==> src/rtl/fpu_req_arbiter.sv <==
// Round-robin front end sharing one FPU between NumReq requesters, with credit-bounded issue and tag-routed responses.
// Optional build macro FPU_ARB_FIXED_PRIO_EN gives requester 0 absolute priority over the round-robin group.
module fpu_req_arbiter #(
  parameter int NumReq         = 4,
  parameter int Width          = 32,
  parameter int MaxOutstanding = 4,
  parameter int TagW           = $clog2(NumReq),
  localparam int CredW         = $clog2(MaxOutstanding + 1)
) (
  input  logic                               clk_i,
  input  logic                               rst_i,
  input  logic                               flush_i,
  input  logic [NumReq-1:0]                  req_valid_i,
  output logic [NumReq-1:0]                  req_ready_o,
  input  logic [NumReq-1:0][2:0][Width-1:0]  req_operands_i,
  input  logic [NumReq-1:0][3:0]             req_op_i,
  input  logic [NumReq-1:0]                  req_op_mod_i,
  input  logic [NumReq-1:0][2:0]             req_rnd_mode_i,
  output logic [NumReq-1:0]                  resp_valid_o,
  input  logic [NumReq-1:0]                  resp_ready_i,
  output logic [Width-1:0]                   resp_result_o,
  output logic [4:0]                         resp_status_o,
  output logic [2:0][Width-1:0]              fpu_operands_o,
  output logic [3:0]                         fpu_op_o,
  output logic                               fpu_op_mod_o,
  output logic [2:0]                         fpu_rnd_mode_o,
  output logic [TagW-1:0]                    fpu_tag_o,
  output logic                               fpu_in_valid_o,
  input  logic                               fpu_in_ready_i,
  input  logic [Width-1:0]                   fpu_result_i,
  input  logic [4:0]                         fpu_status_i,
  input  logic [TagW-1:0]                    fpu_tag_i,
  input  logic                               fpu_out_valid_i,
  output logic                               fpu_out_ready_o,
  output logic                               fpu_flush_o,
  output logic [CredW-1:0]                   credits_o
);

  typedef enum logic {S_EMPTY, S_FULL} slot_state_e;

  slot_state_e          state_reg, state_next;
  logic [TagW-1:0]      rr_ptr_reg, rr_ptr_next;
  logic [CredW-1:0]     credits_reg, credits_next;
  logic [2:0][Width-1:0] operands_reg;
  logic [3:0]           op_reg;
  logic                 op_mod_reg;
  logic [2:0]           rnd_mode_reg;
  logic [TagW-1:0]      tag_reg;

  logic                 issue, ret, credit_ok, can_capture, capture;
  logic                 any_req, inc, dec;
  logic [TagW-1:0]      winner, idx;
  logic [NumReq-1:0]    tag_hit;

  assign issue = (state_reg == S_FULL) && fpu_in_ready_i;
  assign ret   = fpu_out_valid_i && fpu_out_ready_o;

  // The last credit may only refill the slot if it is not being spent by this cycle's issue.
  assign credit_ok   = (credits_reg > CredW'(1)) ||
                       ((credits_reg == CredW'(1)) && (!issue || ret));
  assign can_capture = !flush_i && credit_ok && ((state_reg == S_EMPTY) || issue);
  assign capture     = can_capture && any_req;

`ifdef FPU_ARB_FIXED_PRIO_EN
  int base_idx;

  // Requester 0 bypasses the rotation; rr_ptr only ever walks 1..NumReq-1.
  always_comb begin
    any_req     = 1'b0;
    winner      = '0;
    idx         = '0;
    base_idx    = (rr_ptr_reg == '0) ? 0 : int'(rr_ptr_reg) - 1;
    for (int i = 0; i < NumReq - 1; i++) begin
      idx = TagW'(1 + (base_idx + i) % (NumReq - 1));
      if (!any_req && req_valid_i[idx]) begin
        any_req = 1'b1;
        winner  = idx;
      end
    end
    if (req_valid_i[0]) begin
      any_req = 1'b1;
      winner  = '0;
    end
    rr_ptr_next = (winner == TagW'(NumReq - 1)) ? TagW'(1) : winner + TagW'(1);
  end
`else
  always_comb begin
    any_req = 1'b0;
    winner  = '0;
    idx     = '0;
    for (int i = 0; i < NumReq; i++) begin
      idx = TagW'((int'(rr_ptr_reg) + i) % NumReq);
      if (!any_req && req_valid_i[idx]) begin
        any_req = 1'b1;
        winner  = idx;
      end
    end
    rr_ptr_next = (winner == TagW'(NumReq - 1)) ? '0 : winner + TagW'(1);
  end
`endif

  always_comb begin
    state_next     = state_reg;
    fpu_in_valid_o = 1'b0;
    case (state_reg)
      S_EMPTY: if (capture) state_next = S_FULL;
      S_FULL: begin
        fpu_in_valid_o = 1'b1;
        if (!capture && fpu_in_ready_i) state_next = S_EMPTY;
      end
      default: state_next = S_EMPTY;
    endcase
    if (flush_i) state_next = S_EMPTY;
  end

  // A spurious return at full credit is ignored unless an issue balances it.
  always_comb begin
    inc          = ret && ((credits_reg != CredW'(MaxOutstanding)) || issue);
    dec          = issue && (credits_reg != '0);
    credits_next = credits_reg;
    if (flush_i)          credits_next = CredW'(MaxOutstanding);
    else if (inc && !dec) credits_next = credits_reg + CredW'(1);
    else if (dec && !inc) credits_next = credits_reg - CredW'(1);
  end

  always_ff @(posedge clk_i or posedge rst_i) begin
    if (rst_i) begin
      state_reg    <= S_EMPTY;
      rr_ptr_reg   <= '0;
      credits_reg  <= CredW'(MaxOutstanding);
      operands_reg <= '0;
      op_reg       <= '0;
      op_mod_reg   <= 1'b0;
      rnd_mode_reg <= '0;
      tag_reg      <= '0;
    end else begin
      state_reg   <= state_next;
      credits_reg <= credits_next;
      if (capture) begin
        rr_ptr_reg   <= rr_ptr_next;
        operands_reg <= req_operands_i[winner];
        op_reg       <= req_op_i[winner];
        op_mod_reg   <= req_op_mod_i[winner];
        rnd_mode_reg <= req_rnd_mode_i[winner];
        tag_reg      <= winner;
      end
    end
  end

  genvar gi;
  generate
    for (gi = 0; gi < NumReq; gi++) begin : g_route
      assign req_ready_o[gi]  = capture && (winner == TagW'(gi));
      assign tag_hit[gi]      = (fpu_tag_i == TagW'(gi));
      assign resp_valid_o[gi] = fpu_out_valid_i && tag_hit[gi];
    end
  endgenerate

  assign fpu_out_ready_o = |(tag_hit & resp_ready_i);
  assign resp_result_o   = fpu_result_i;
  assign resp_status_o   = fpu_status_i;
  assign fpu_operands_o  = operands_reg;
  assign fpu_op_o        = op_reg;
  assign fpu_op_mod_o    = op_mod_reg;
  assign fpu_rnd_mode_o  = rnd_mode_reg;
  assign fpu_tag_o       = tag_reg;
  assign fpu_flush_o     = flush_i;
  assign credits_o       = credits_reg;

endmodule
==> config.mk <==
export PLATFORM = sky130hd
export DESIGN_NAME = fpu_req_arbiter
export DESIGN_NICKNAME = d
export VERILOG_FILES = /design/src/rtl/fpu_req_arbiter.sv
export SDC_FILE = /design/constraint.sdc
export NUM_CORES = 1
export LEC_CHECK = 0
export BUFFER_PORTS_ARGS = -buffer_cell sky130_fd_sc_hd__buf_4
export CAP_MARGIN = 10
export CORE_AREA = 4 4 240 242
export DETAILED_ROUTE_END_ITERATION = 8
export DIE_AREA = 0 0 244 246
export MAX_ROUTING_LAYER = met4
export PLACE_DENSITY = 0.36
export REMOVE_ABC_BUFFERS = 1
export SLEW_MARGIN = 20
export SYNTH_ARGS = -nofsm -noshare
export SYNTH_HDL_FRONTEND = slang
export SYNTH_SLANG_ARGS = --single-unit
export TNS_END_PERCENT = 50
==> constraint.sdc <==
create_clock -name clk_i -period 3.9 [get_ports clk_i]
set_input_delay 0.975 -clock clk_i [delete_from_list [all_inputs] [get_ports clk_i]]
set_output_delay 0.975 -clock clk_i [all_outputs]
set_load 0.01 [all_outputs]
# ---- After elaboration in Yosys (flattened, before gate mapping)
# Index checks and enable logic that the tools add are counted.
# Widths: inputs -> output; s select.
dict set report totals {
  register_bits 112
  in_bits 468
  out_inout_bits 157
  word_cells 104
}
dict set report op_classes {
  n_addsub 6
  order_cmp 6
  eq_ne 8
  mux 33
  bitwise_logic 2
  reduce_logical 39
}
# operator count
set ops {}
lappend ops {{$bmux 96 s2} 1}
lappend ops {{$mux 96} 1}
lappend ops {{$logic_and 1x1->1} 22}
lappend ops {{$lt 2x3->1 const B} 5}
lappend ops {{$mux 1} 13}
lappend ops {{$mux 3} 4}
lappend ops {{$bmux 1 s2} 5}
lappend ops {{$mux 2} 5}
lappend ops {{$bmux 4 s2} 1}
lappend ops {{$eq 2x2->1 const B} 4}
lappend ops {{$logic_not 1->1} 8}
lappend ops {{$bmux 3 s2} 1}
lappend ops {{$reduce_bool 3->1} 2}
lappend ops {{$add 2x1->2 const B} 2}
lappend ops {{$add 2x2->2 const B} 2}
lappend ops {{$and 4x4->4} 1}
lappend ops {{$eq 2x1->1 const B} 2}
lappend ops {{$logic_not 2->1} 2}
lappend ops {{$logic_or 1x1->1} 4}
lappend ops {{$mux 4} 1}
lappend ops {{$reduce_or 4->1} 1}
lappend ops {{$add 3x1->3 const B} 1}
lappend ops {{$eq 3x1->1 const B} 1}
lappend ops {{$gt 3x1->1 const B} 1}
lappend ops {{4 further kinds} 4}

# ---- Depth between registers and ports, before layout
# Gate-level depths: netlist of the first run.
dict set report logic_depth {
  ltp_word 18
  mapped_depth 11
  depth_no_buf 7
}

# ---- Worst setup path after synthesis of the first run
# No wires, ideal clock.
dict set report synth_timing {
  path_kind {input -> output}
  from {input req_valid_i[2]}
  to {output req_ready_o[3]}
  arrival_time_ps 2442
  required_ps 2925
  slack_ps 483
  stages 8
  path_buffers 2
  cell_sequence {nor2b_1 a311oi_1 or2_2 inv_1 clkbuf_1 clkbuf_1 ha_1 and2_1}
}
dict set report synth_via {
  elab_chain_len 14
  elab_cells_between_ends 25
}
# element line_no
set synth_lines {}
lappend synth_lines {{start, declared} 13} ;# input logic [NumReq-1:0] req_valid_i,
lappend synth_lines {{$bmux 1 s2} 93} ;# if (!any_req && req_valid_i[idx]) begin
lappend synth_lines {{$mux 1 (not written as such)} 93}
lappend synth_lines {{$mux 1} 93}
lappend synth_lines {{$logic_not 1->1} 93}
lappend synth_lines {{$logic_and 1x1->1} 93}
lappend synth_lines {{$mux 1} 93}
lappend synth_lines {{$logic_not 1->1} 93}
lappend synth_lines {{$logic_and 1x1->1} 93}
lappend synth_lines {{$mux 1} 93}
lappend synth_lines {{$logic_not 1->1} 93}
lappend synth_lines {{$logic_and 1x1->1} 93}
lappend synth_lines {{$mux 2 *} 93}
lappend synth_lines {{named net winner[1]} 52} ;# logic [TagW-1:0] winner, idx;
lappend synth_lines {{$eq 2x2->1 *} 153} ;# assign req_ready_o[gi] = capture && (winner == TagW'(gi));
lappend synth_lines {{$logic_and 1x1->1 *} 153}
lappend synth_lines {{end, declared} 14} ;# output logic [NumReq-1:0] req_ready_o,
# The timed path passes the listed nets; every way through them passes the cells marked *. The select of a mux whose other input is x is not followed.

# ---- Worst setup path after layout of the first run
dict set report layout_timing {
  from {input req_valid_i[2]}
  to {output req_ready_o[3]}
}
dict set report layout_via {
  elab_chain_len 14
  elab_cells_between_ends 25
}
# element line_no
set layout_lines {}
lappend layout_lines {{$bmux 1 s2} 93}
lappend layout_lines {{$mux 1 (not written as such)} 93}
lappend layout_lines {{$mux 1} 93}
lappend layout_lines {{$logic_not 1->1} 93}
lappend layout_lines {{$logic_and 1x1->1} 93}
lappend layout_lines {{$mux 1} 93}
lappend layout_lines {{$logic_not 1->1} 93}
lappend layout_lines {{$logic_and 1x1->1} 93}
lappend layout_lines {{$mux 1} 93}
lappend layout_lines {{$logic_not 1->1} 93}
lappend layout_lines {{$logic_and 1x1->1} 93}
lappend layout_lines {{$mux 2 or $mux 1 (tied branches)} 93}
lappend layout_lines {{$eq 2x2->1 or $logic_and 1x1->1 (tied branches)} {153, 62}}
lappend layout_lines {{$logic_and 1x1->1 *} 153}
# Every way passes the cells marked *; elsewhere a longest branch is shown, timed or not. The select of a mux whose other input is x is not followed.

==> summary.txt, run 1 <==
hold endpoint: fpu_tag_o[1]$_DFFE_PP0P_
Layout area overhead: 56.6%
area leader, netlist: dfrtp_1
Top Ports: 625
CP max FO: 8
Leakage: 5.68 nW
Avg Inst Size Synth: 8.74 µm²
# fillers: 6123
internal power: 4.38 mW
Most used DFF post-synth: dfrtp_1
HP Start: fpu_tag_o[1]$_DFFE_PP0P_
synth top area cells: dfrtp_1, a211oi_1, o21a_1, o31ai_1, o21ai_0
synthesized instance count: 983
RePlAce Congestion: 0.807
Fin. Hold Viols: 0
core box area: 0.0551 mm²
status: finished, final reports clean
via count: 9850
setup bufs post-CTS: 0
number of flops mapped to enable cells by yosys: 0
highest clock rate: 0.290 GHz
site row count: 86
VDD IR-drop max: 0.543 mV
Clock H-tree levels: 3
overall routing resource usage: 0.166
Hold Path Depth: 2
clock power share: 0.130
Startpoint Class: input pin
DR iter-0 viols: 366
clk slew on worst S/H paths: 80 ps
worst hold path type: flip-flop to flip-flop
vias per cell: 4.58
Longest Clk Path Bufs: 2
share of the synthesized area in the top cell type: 0.323
Final Core Density: 0.244
max reg flops: 96
GR Layer Usage met3: 0.0702
routed len/inst: 23.7 µm
post-synth cell types: 37
WP data arrival: 2470 ps
Final Setup Violations: 0
reg2reg path depth: 7
sw frac: 0.466
Sink Count: 112
PwrDens: 609 mW/mm²
drt first pass iters: 4
GRT overflow: 0
Mapped Area: 0.00860 mm²
Period minus WS final: 3450 ps
largest net degree at the start of global routing: 174
clock root buffer master: clkbuf_16
GRT busiest layer: met2
Num CTS Buffers: 9
crit end category: output port
skew final: 13.4 ps
reg-to-reg endpoint: fpu_operands_o[94]$_DFFE_PP0P_
DIE HEIGHT: 246 µm
TritonCTS clock tree: yes
vias in the first global route: 10300
RSZ-0062 raised after global routing: no
dpl hpwl: 35.8 mm
Crit Path Category: input pin to output port
slew margin rel.: 0.402
later-pin clock latency in the skew report: 400 ps
worst reg2reg startpoint: rr_ptr_reg[0]$_DFFE_PP0P_
synth warn: 0
sequential share of power: 0.249
met1 Track Usage GR: 0.202
Max-Cap Viols: 0
Nets: 1873
register area share after synthesis: 0.326
Initial Util: 0.156
flop-to-flop setup slack: 1200 ps
Final Cycle Share: 0.884
post_cts resized: 0
die area: 0.0600 mm²
first-pass GRT wire length: 72.3 mm
met2 usage: 0.262
initial antenna violation count: 1
Logic pwr share: 0.622
switching pwr: 3.82 mW
Slew Limit Fails: 0
I/O Buffers: 550
share of layout cells above drive strength 1: 0.425
Async SR Flop Fraction: 1.00
hold slack: 514 ps
Tightest Pin Transition: 897 ps
drt drc: 0
die width: 244 µm
DRT antenna net count: 0
final WL: 50.9 mm
hold buffer count at cts: 0
flop and latch count out of synthesis: 112
Required @ worst endpoint: 2920 ps
[metrics by stage]
stage / power, mW / cell area (µm²) / setup slack (ps) / TNS, ps / instances
floorplan: 4.59 / 7770 / -14730 / -1522180 / 818
global placement: 7.27 / 13200 / 468 / 0 / 2134
detailed placement: 7.28 / 13200 / 460 / 0 / 2134
CTS: 8.41 / 13500 / 453 / 0 / 2150
global route: 8.85 / 13500 / 371 / 0 / 2151
finish: 8.20 / 13500 / 452 / 0 / 2151
[worst max-delay path, stage by stage]
cell      delay (ps)
buf_4            130
nor2b_1          150
a311oi_4         380
or2_2            260
inv_6             70
ha_1             200
and2_1           160
buf_4            140
[cell usage in the layout, fill, tap and decap left out, drive strengths merged, types with 2 or more instances in the layout]
master	Yosys	layout
nand2b	5	5
a211o	2	2
o31ai	105	105
mux2i	4	4
o21ai	109	109
or3	2	2
and3	3	3
and2	5	5
o21a	208	208
nand2	6	6
nand3	2	2
inv	10	11
clkinv	0	3
nand3b	2	2
ha	8	8
nor2b	2	2
clkbuf	96	11
or2	2	2
nor2	7	7
a21oi	8	8
dfrtp	111	111
a211oi	208	208
buf	69	568
[logic make-up after synthesis]
kind of cell | count (synthesis) | synth area share
flops | 112 | 0.326
fa+ha+maj | 8 | 0.0116
mux | 5 | 0.00597
simple gates | 36 | 0.0224
buf+inv | 175 | 0.101
compound gates | 646 | 0.532
xor+xnor | 1 | 0.00102
[power groups by stage]
stage               Clock [mW]  Combinational [mW]  Sequential, mW
finish                    1.06                5.10            2.04
CTS                       1.13                5.23            2.05
global route              1.16                5.57            2.12
detailed placement           0                5.22            2.06
floorplan                    0                2.33            2.26
global placement             0                5.22            2.05
[area by class of cell]
class	count	area [µm²]	share of cell area
Sequential cell	112	2800	0.208
Timing Repair Buffer	568	4390	0.326
Inverter	10	50.0	0.00372
Antenna cell	1	2.50	0.000186
Clock inverter	5	53.8	0.00400
Clock buffer	11	253	0.0188
Tap cell	748	936	0.0695
Multi-Input combinational cell	696	4970	0.369
[synth_stat cells (2+ instances only)]
cell type,instances
buf_2,18
and2_1,5
nor2b_1,2
buf_1,7
o31ai_1,105
and3_1,3
nand3b_1,2
buf_6,6
o21a_1,208
inv_1,9
or3_1,2
o21ai_0,109
a21oi_1,7
nand3_1,2
ha_1,8
dfrtp_1,111
mux2i_1,4
a211o_1,2
nand2_1,6
buf_4,38
clkbuf_1,96
nor2_1,7
nand2b_1,5
a211oi_1,208
[routing by layer]
metal / routed length (µm) / share of wire
met5: 0 / 0
met4: 476 / 0.0093
met3: 4510 / 0.088
met2: 24100 / 0.47
met1: 21800 / 0.43
[worst max path at each step]
stage                    from             end  slack (ps)  cells after the start
2_1_floorplan  req_valid_i[1]  req_ready_o[3]      -14730                      6
3_3_place_gp   req_valid_i[2]  req_ready_o[3]         470                      8
3_5_place_dp   req_valid_i[2]  req_ready_o[3]         460                      8
4_1_cts        req_valid_i[2]  req_ready_o[3]         450                      8
5_1_grt        req_valid_i[2]  req_ready_o[3]         370                      8
6_report       req_valid_i[2]  req_ready_o[3]         450                      8
(Power assumes the default switching activity.)
==> run 2, diff against run 1 <==
Settings changed: CTS_BUF_LIST set to sky130_fd_sc_hd__clkbuf_4.
==> summary.txt, run 2 (synthesized netlist as in run 1, its figures left out) <==
CP cell instances: nand2_1 -> a311oi_4 -> or2_2 -> inv_6 -> ha_1 -> and2_1 -> buf_4 (was buf_4 -> nor2b_1 -> a311oi_4 -> or2_2 -> inv_6 -> ha_1 -> and2_1 -> buf_4)
crit end category: output port (unchanged)
commonest non-fill, non-tap cell in the layout: buf_4 (unchanged)
Final Setup Violations: 0 (unchanged)
Period minus WS final: 3450 ps (about the same)
Clock H-tree levels: 3 (unchanged)
dpl ws: 460 ps (unchanged)
worst hold path type: input pin to asynchronous set/reset pin (was flip-flop to flip-flop)
vias per cell: 4.58 (about the same)
dpl hpwl: 35.8 mm (unchanged)
Fin. Hold Viols: 0 (unchanged)
commonest cells after routing, fill and taps aside: buf_4, o21a_1, a211oi_1, dfrtp_1, o21ai_0 (unchanged)
vias in the first global route: 10300 (about the same)
skew final: 30.2 ps (was 13.4 ps)
slowest cell delay on critical path: 510 ps (was 380 ps)
drt drc: 0 (unchanged)
setup ws final: 455 ps (was 452 ps)
CP max FO: 8 (unchanged)
RePlAce Congestion: 0.807 (unchanged)
max reg flops: 96 (unchanged)
status: finished, final reports clean (unchanged)
largest net degree at the start of global routing: 174 (unchanged)
Required @ worst endpoint: 2920 ps (about the same)
Startpoint Class: flip-flop (was input pin)
Num CTS Buffers: 9 (unchanged)
CP max stage cell: dfrtp_1 (was a311oi_4)
cell area after layout: 0.0133 mm² (was 0.0135 mm²)
highest clock rate: 0.290 GHz (about the same)
drt first pass iters: 4 (unchanged)
placed cells: 2134 (unchanged)
DR iter-0 viols: 433 (was 366)
setup bufs post-CTS: 0 (unchanged)
Initial Util: 0.156 (unchanged)
Final Cycle Share: 0.883 (was 0.884)
placed cell area: 0.0132 mm² (unchanged)
Tightest Pin Transition: 902 ps (was 897 ps)
hold slack: 363 ps (was 514 ps)
RSZ-0062 raised after global routing: no (unchanged)
die width: 244 µm (unchanged)
share of layout cells above drive strength 1: 0.424 (was 0.425)
Nets: 1873 (unchanged)
Slew Limit Fails: 0 (unchanged)
overall routing resource usage: 0.165 (was 0.166)
final std cells w/o fill: 2156 (was 2151)
post_cts resized: 0 (unchanged)
later-pin clock latency in the skew report: 600 ps (was 400 ps)
die area: 0.0600 mm² (unchanged)
Setup Total Neg Slack: 0 ps (unchanged)
initial antenna violation count: 3 (was 1)
clk slew on worst S/H paths: 190 ps (was 80 ps)
Sink Count: 112 (unchanged)
DIE HEIGHT: 246 µm (unchanged)
Longest Clk Path Bufs: 2 (unchanged)
first-pass GRT wire length: 72.3 mm (about the same)
DRT antenna net count: 0 (unchanged)
via count: 9879 (was 9850)
Top Ports: 625 (unchanged)
slew margin rel.: 0.399 (was 0.402)
Crit Path Category: flip-flop to output port (was input pin to output port)
core box area: 0.0551 mm² (unchanged)
Leakage: 5.60 nW (was 5.68 nW)
TritonCTS clock tree: yes (unchanged)
WP data arrival: 2470 ps (about the same)
GRT overflow: 0 (unchanged)
I/O Buffers: 550 (unchanged)
Final Core Density: 0.241 (was 0.244)
routed len/inst: 23.6 µm (was 23.7 µm)
VDD IR-drop max: 0.540 mV (was 0.543 mV)
# fillers: 6143 (was 6123)
Max-Cap Viols: 0 (unchanged)
final WL: 50.9 mm (about the same)
site row count: 86 (unchanged)
Layout area overhead: 54.7% (was 56.6%)
PwrDens: 587 mW/mm² (was 609 mW/mm²)
Total Power: 7.80 mW (was 8.20 mW)
clock root buffer master: clkbuf_4 (was clkbuf_16)
hold buffer count at cts: 0 (unchanged)
[run 2: cell type report]
class                      instances  area, µm²  area share
inverter                          10       50.0     0.00376
timing repair buffer             568       4390       0.330
tap                              748        936      0.0704
sequential                       112       2800       0.211
multi-input combinational        696       4970       0.374
clock inverter                     7       61.3     0.00461
clock buffer                       9       67.6     0.00508
antenna                            6       15.0     0.00113
[run 2: metal layers]
metal | up-vias | GRT usage | part of all wire
li1 | 4623 | - | -
met1 | 4849 | 0.202 | 0.43
met2 | 387 | 0.261 | 0.47
met3 | 20 | 0.0699 | 0.090
met4 | 0 | 0.0258 | 0.0089
met5 | - | - | 0
[run 2: power breakdown]
part           internal (mW)  switching, mW
combinational           2.13           2.97
clock                  0.190          0.490
sequential              1.71          0.322
[run 2: final timing paths]
path                                                startpoint                             end  slack [ps]  cells past startpoint
max in group asynchronous                                rst_i        credits_o[2]$_DFFE_PP1P_        2750                      3
worst max-delay path                 rr_ptr_reg[1]$_DFFE_PP0P_                  req_ready_o[3]         450                      7
min in group clk_i              fpu_operands_o[74]$_DFFE_PP0P_  fpu_operands_o[74]$_DFFE_PP0P_         540                      2
worst max register to register       rr_ptr_reg[0]$_DFFE_PP0P_  fpu_operands_o[94]$_DFFE_PP0P_        1200                      7
worst min-delay path                                     rst_i  fpu_operands_o[28]$_DFFE_PP0P_         360                      2
worst min register to register  fpu_operands_o[74]$_DFFE_PP0P_  fpu_operands_o[74]$_DFFE_PP0P_         540                      2
[run 2: worst max-delay path: cells and delay by family (launching register included)]
| kind | cells | cell delay [ps] |
|---|---|---|
| buffers and inverters | 2 | 210 |
| AND/OR/NAND/NOR | 3 | 540 |
| adder cells (fa/ha/maj) | 1 | 200 |
| flip-flops | 1 | 510 |
| AO/OA/AOI/OAI | 1 | 420 |
==> run 3, diff against run 2 <==
--- a/config.mk
+++ b/config.mk
@@ -10,3 +10,3 @@
 export CORE_AREA = 4 4 240 242
-export CTS_BUF_LIST = sky130_fd_sc_hd__clkbuf_4
+export CTS_BUF_LIST = sky130_fd_sc_hd__clkbuf_8
 export DETAILED_ROUTE_END_ITERATION = 8
--- a/constraint.sdc
+++ b/constraint.sdc
@@ -3,2 +3,2 @@
 set_output_delay 0.975 -clock clk_i [all_outputs]
-set_load 0.01 [all_outputs]
+set_load 0.05 [all_outputs]
==> summary.txt, run 3 (synthesized netlist as in run 1, its figures left out) <==
status: finished, violations left (was finished, final reports clean)
failing checks: slew limit
I/O Buffers: 550 (unchanged)
Fin. Hold Viols: 0 (unchanged)
post_cts resized: 0 (unchanged)
slew margin rel.: -0.0811 (was 0.399)
Num CTS Buffers: 9 (unchanged)
CP max FO: 4 (was 8)
sw frac: 0.567 (was 0.484)
Period minus WS final: 3420 ps (was 3450 ps)
Slew Limit Fails: 71 (was 0)
Nets: 1874 (was 1873)
Sink Count: 112 (unchanged)
placed cells: 2135 (was 2134)
initial antenna violation count: 1 (was 3)
Clock H-tree levels: 3 (unchanged)
commonest cells after routing, fill and taps aside: buf_4, o21a_1, a211oi_1, dfrtp_1, o21ai_0 (unchanged)
GRT overflow: 0 (unchanged)
first-pass GRT wire length: 72.0 mm (was 72.3 mm)
share of layout cells above drive strength 1: 0.426 (was 0.424)
RePlAce Congestion: 0.797 (was 0.807)
clk slew on worst S/H paths: 110 ps (was 190 ps)
Required @ worst endpoint: 2920 ps (about the same)
Tightest Pin Transition: 1620 ps (was 902 ps)
flop-to-flop setup slack: 1090 ps (was 1200 ps)
internal power: 4.20 mW (was 4.03 mW)
sequential share of power: 0.208 (was 0.260)
CP cell instances: buf_4 -> nor2b_1 -> a311oi_4 -> or2_2 -> inv_6 -> ha_1 -> and2_1 -> buf_4 (was nand2_1 -> a311oi_4 -> or2_2 -> inv_6 -> ha_1 -> and2_1 -> buf_4)
Top Ports: 625 (unchanged)
Leakage: 5.62 nW (was 5.60 nW)
Layout area overhead: 55.1% (was 54.7%)
drt first pass iters: 4 (unchanged)
site row count: 86 (unchanged)
switching pwr: 5.48 mW (was 3.78 mW)
VDD IR-drop max: 0.528 mV (was 0.540 mV)
crit-path most repeated cell: buf_4
DR iter-0 viols: 466 (was 433)
hold buffer count at cts: 0 (unchanged)
later-pin clock latency in the skew report: 450 ps (was 600 ps)
Max-Cap Viols: 0 (unchanged)
skew final: 12.7 ps (was 30.2 ps)
DRT antenna net count: 0 (unchanged)
Startpoint Class: input pin (was flip-flop)
Longest Clk Path Bufs: 2 (unchanged)
routed len/inst: 23.3 µm (was 23.6 µm)
Final Setup Violations: 0 (unchanged)
Logic pwr share: 0.707 (was 0.653)
vias in the first global route: 10200 (was 10300)
worst hold path type: flip-flop to flip-flop (was input pin to asynchronous set/reset pin)
clock power share: 0.085 (was 0.087)
max reg flops: 96 (unchanged)
DIE HEIGHT: 246 µm (unchanged)
dpl hpwl: 35.2 mm (was 35.8 mm)
drt drc: 0 (unchanged)
Final Cycle Share: 0.876 (was 0.883)
TritonCTS clock tree: yes (unchanged)
final std cells w/o fill: 2152 (was 2156)
via count: 9844 (was 9879)
slowest cell delay on critical path: 340 ps (was 510 ps)
Crit Path Category: input pin to output port (was flip-flop to output port)
# fillers: 6170 (was 6143)
commonest non-fill, non-tap cell in the layout: buf_4 (unchanged)
PwrDens: 726 mW/mm² (was 587 mW/mm²)
core box area: 0.0551 mm² (unchanged)
WP data arrival: 2440 ps (was 2470 ps)
Initial Util: 0.156 (unchanged)
largest net degree at the start of global routing: 209 (was 174)
Setup Total Neg Slack: 0 ps (unchanged)
crit end category: output port (unchanged)
CP max stage cell: a311oi_4 (was dfrtp_1)
RSZ-0062 raised after global routing: no (unchanged)
setup bufs post-CTS: 0 (unchanged)
overall routing resource usage: 0.164 (was 0.165)
die area: 0.0600 mm² (unchanged)
die width: 244 µm (unchanged)
clock root buffer master: clkbuf_8 (was clkbuf_4)
highest clock rate: 0.293 GHz (was 0.290 GHz)
final WL: 50.1 mm (was 50.9 mm)
vias per cell: 4.57 (was 4.58)
-- run 3: changes by cell type in the layout (fill, tap and decap cells not counted), sizes merged --
cell    delta
diode      -5
clkbuf     +2
clkinv     -2
buf        +1
-- run 3: power by group through the flow --
stage	registers (mW)	clock network [mW]	logic, mW
2_1_floorplan	3.92	0	2.36
3_3_place_gp	2.03	0	6.98
3_5_place_dp	2.04	0	6.94
4_1_cts	2.02	0.895	6.95
5_1_grt	2.09	0.937	7.29
6_report	2.02	0.822	6.84
-- run 3: layout make-up --
class | count | area [µm²] | area share
Tap cell | 748 | 936 | 0.0702
Antenna cell | 1 | 2.50 | 0.000188
Sequential cell | 112 | 2800 | 0.210
Timing Repair Buffer | 569 | 4360 | 0.327
Clock inverter | 5 | 53.8 | 0.00404
Inverter | 10 | 50.0 | 0.00375
Clock buffer | 11 | 151 | 0.0114
Multi-Input combinational cell | 696 | 4970 | 0.373
-- run 3: final timing paths --
check | cells after the start | start | to
max | 8 | req_valid_i[2] | req_ready_o[3]
min | 2 | fpu_operands_o[24]$_DFFE_PP0P_ | fpu_operands_o[24]$_DFFE_PP0P_
max reg2reg | 7 | rr_ptr_reg[1]$_DFFE_PP0P_ | fpu_operands_o[29]$_DFFE_PP0P_
min reg2reg | 2 | fpu_operands_o[24]$_DFFE_PP0P_ | fpu_operands_o[24]$_DFFE_PP0P_
max in group asynchronous | 3 | rst_i | credits_o[2]$_DFFE_PP1P_
min in group asynchronous | 2 | rst_i | fpu_operands_o[83]$_DFFE_PP0P_
-- run 3: critical path: cells and delay by family --
kind	cells	cell delay, ps
buffers and inverters	3	370
AOI/OAI and AO/OA	1	340
adders and majority gates	1	200
and+or+nand+nor	3	550
-- run 3: routing by layer --
metal  track usage  up-vias  wire length (µm)
met2         0.261      360             23900
met4        0.0243        0               514
li1              -     4625                 -
met3        0.0680       19              4290
met5             -        -                 0
met1         0.199     4840             21400
-- run 3: metrics by stage --
step           hold WS, ps  cell area (µm²)  utilization  worst slack, ps  power [mW]
5_1_grt                541            13300        0.242              400        10.3
6_report               522            13300        0.242              482        9.68
3_5_place_dp           501            13100        0.238              483        8.98
3_3_place_gp           495            13100        0.238              508        9.01
2_1_floorplan          517             7770            -           -14860        6.28
4_1_cts                528            13300        0.242              472        9.87
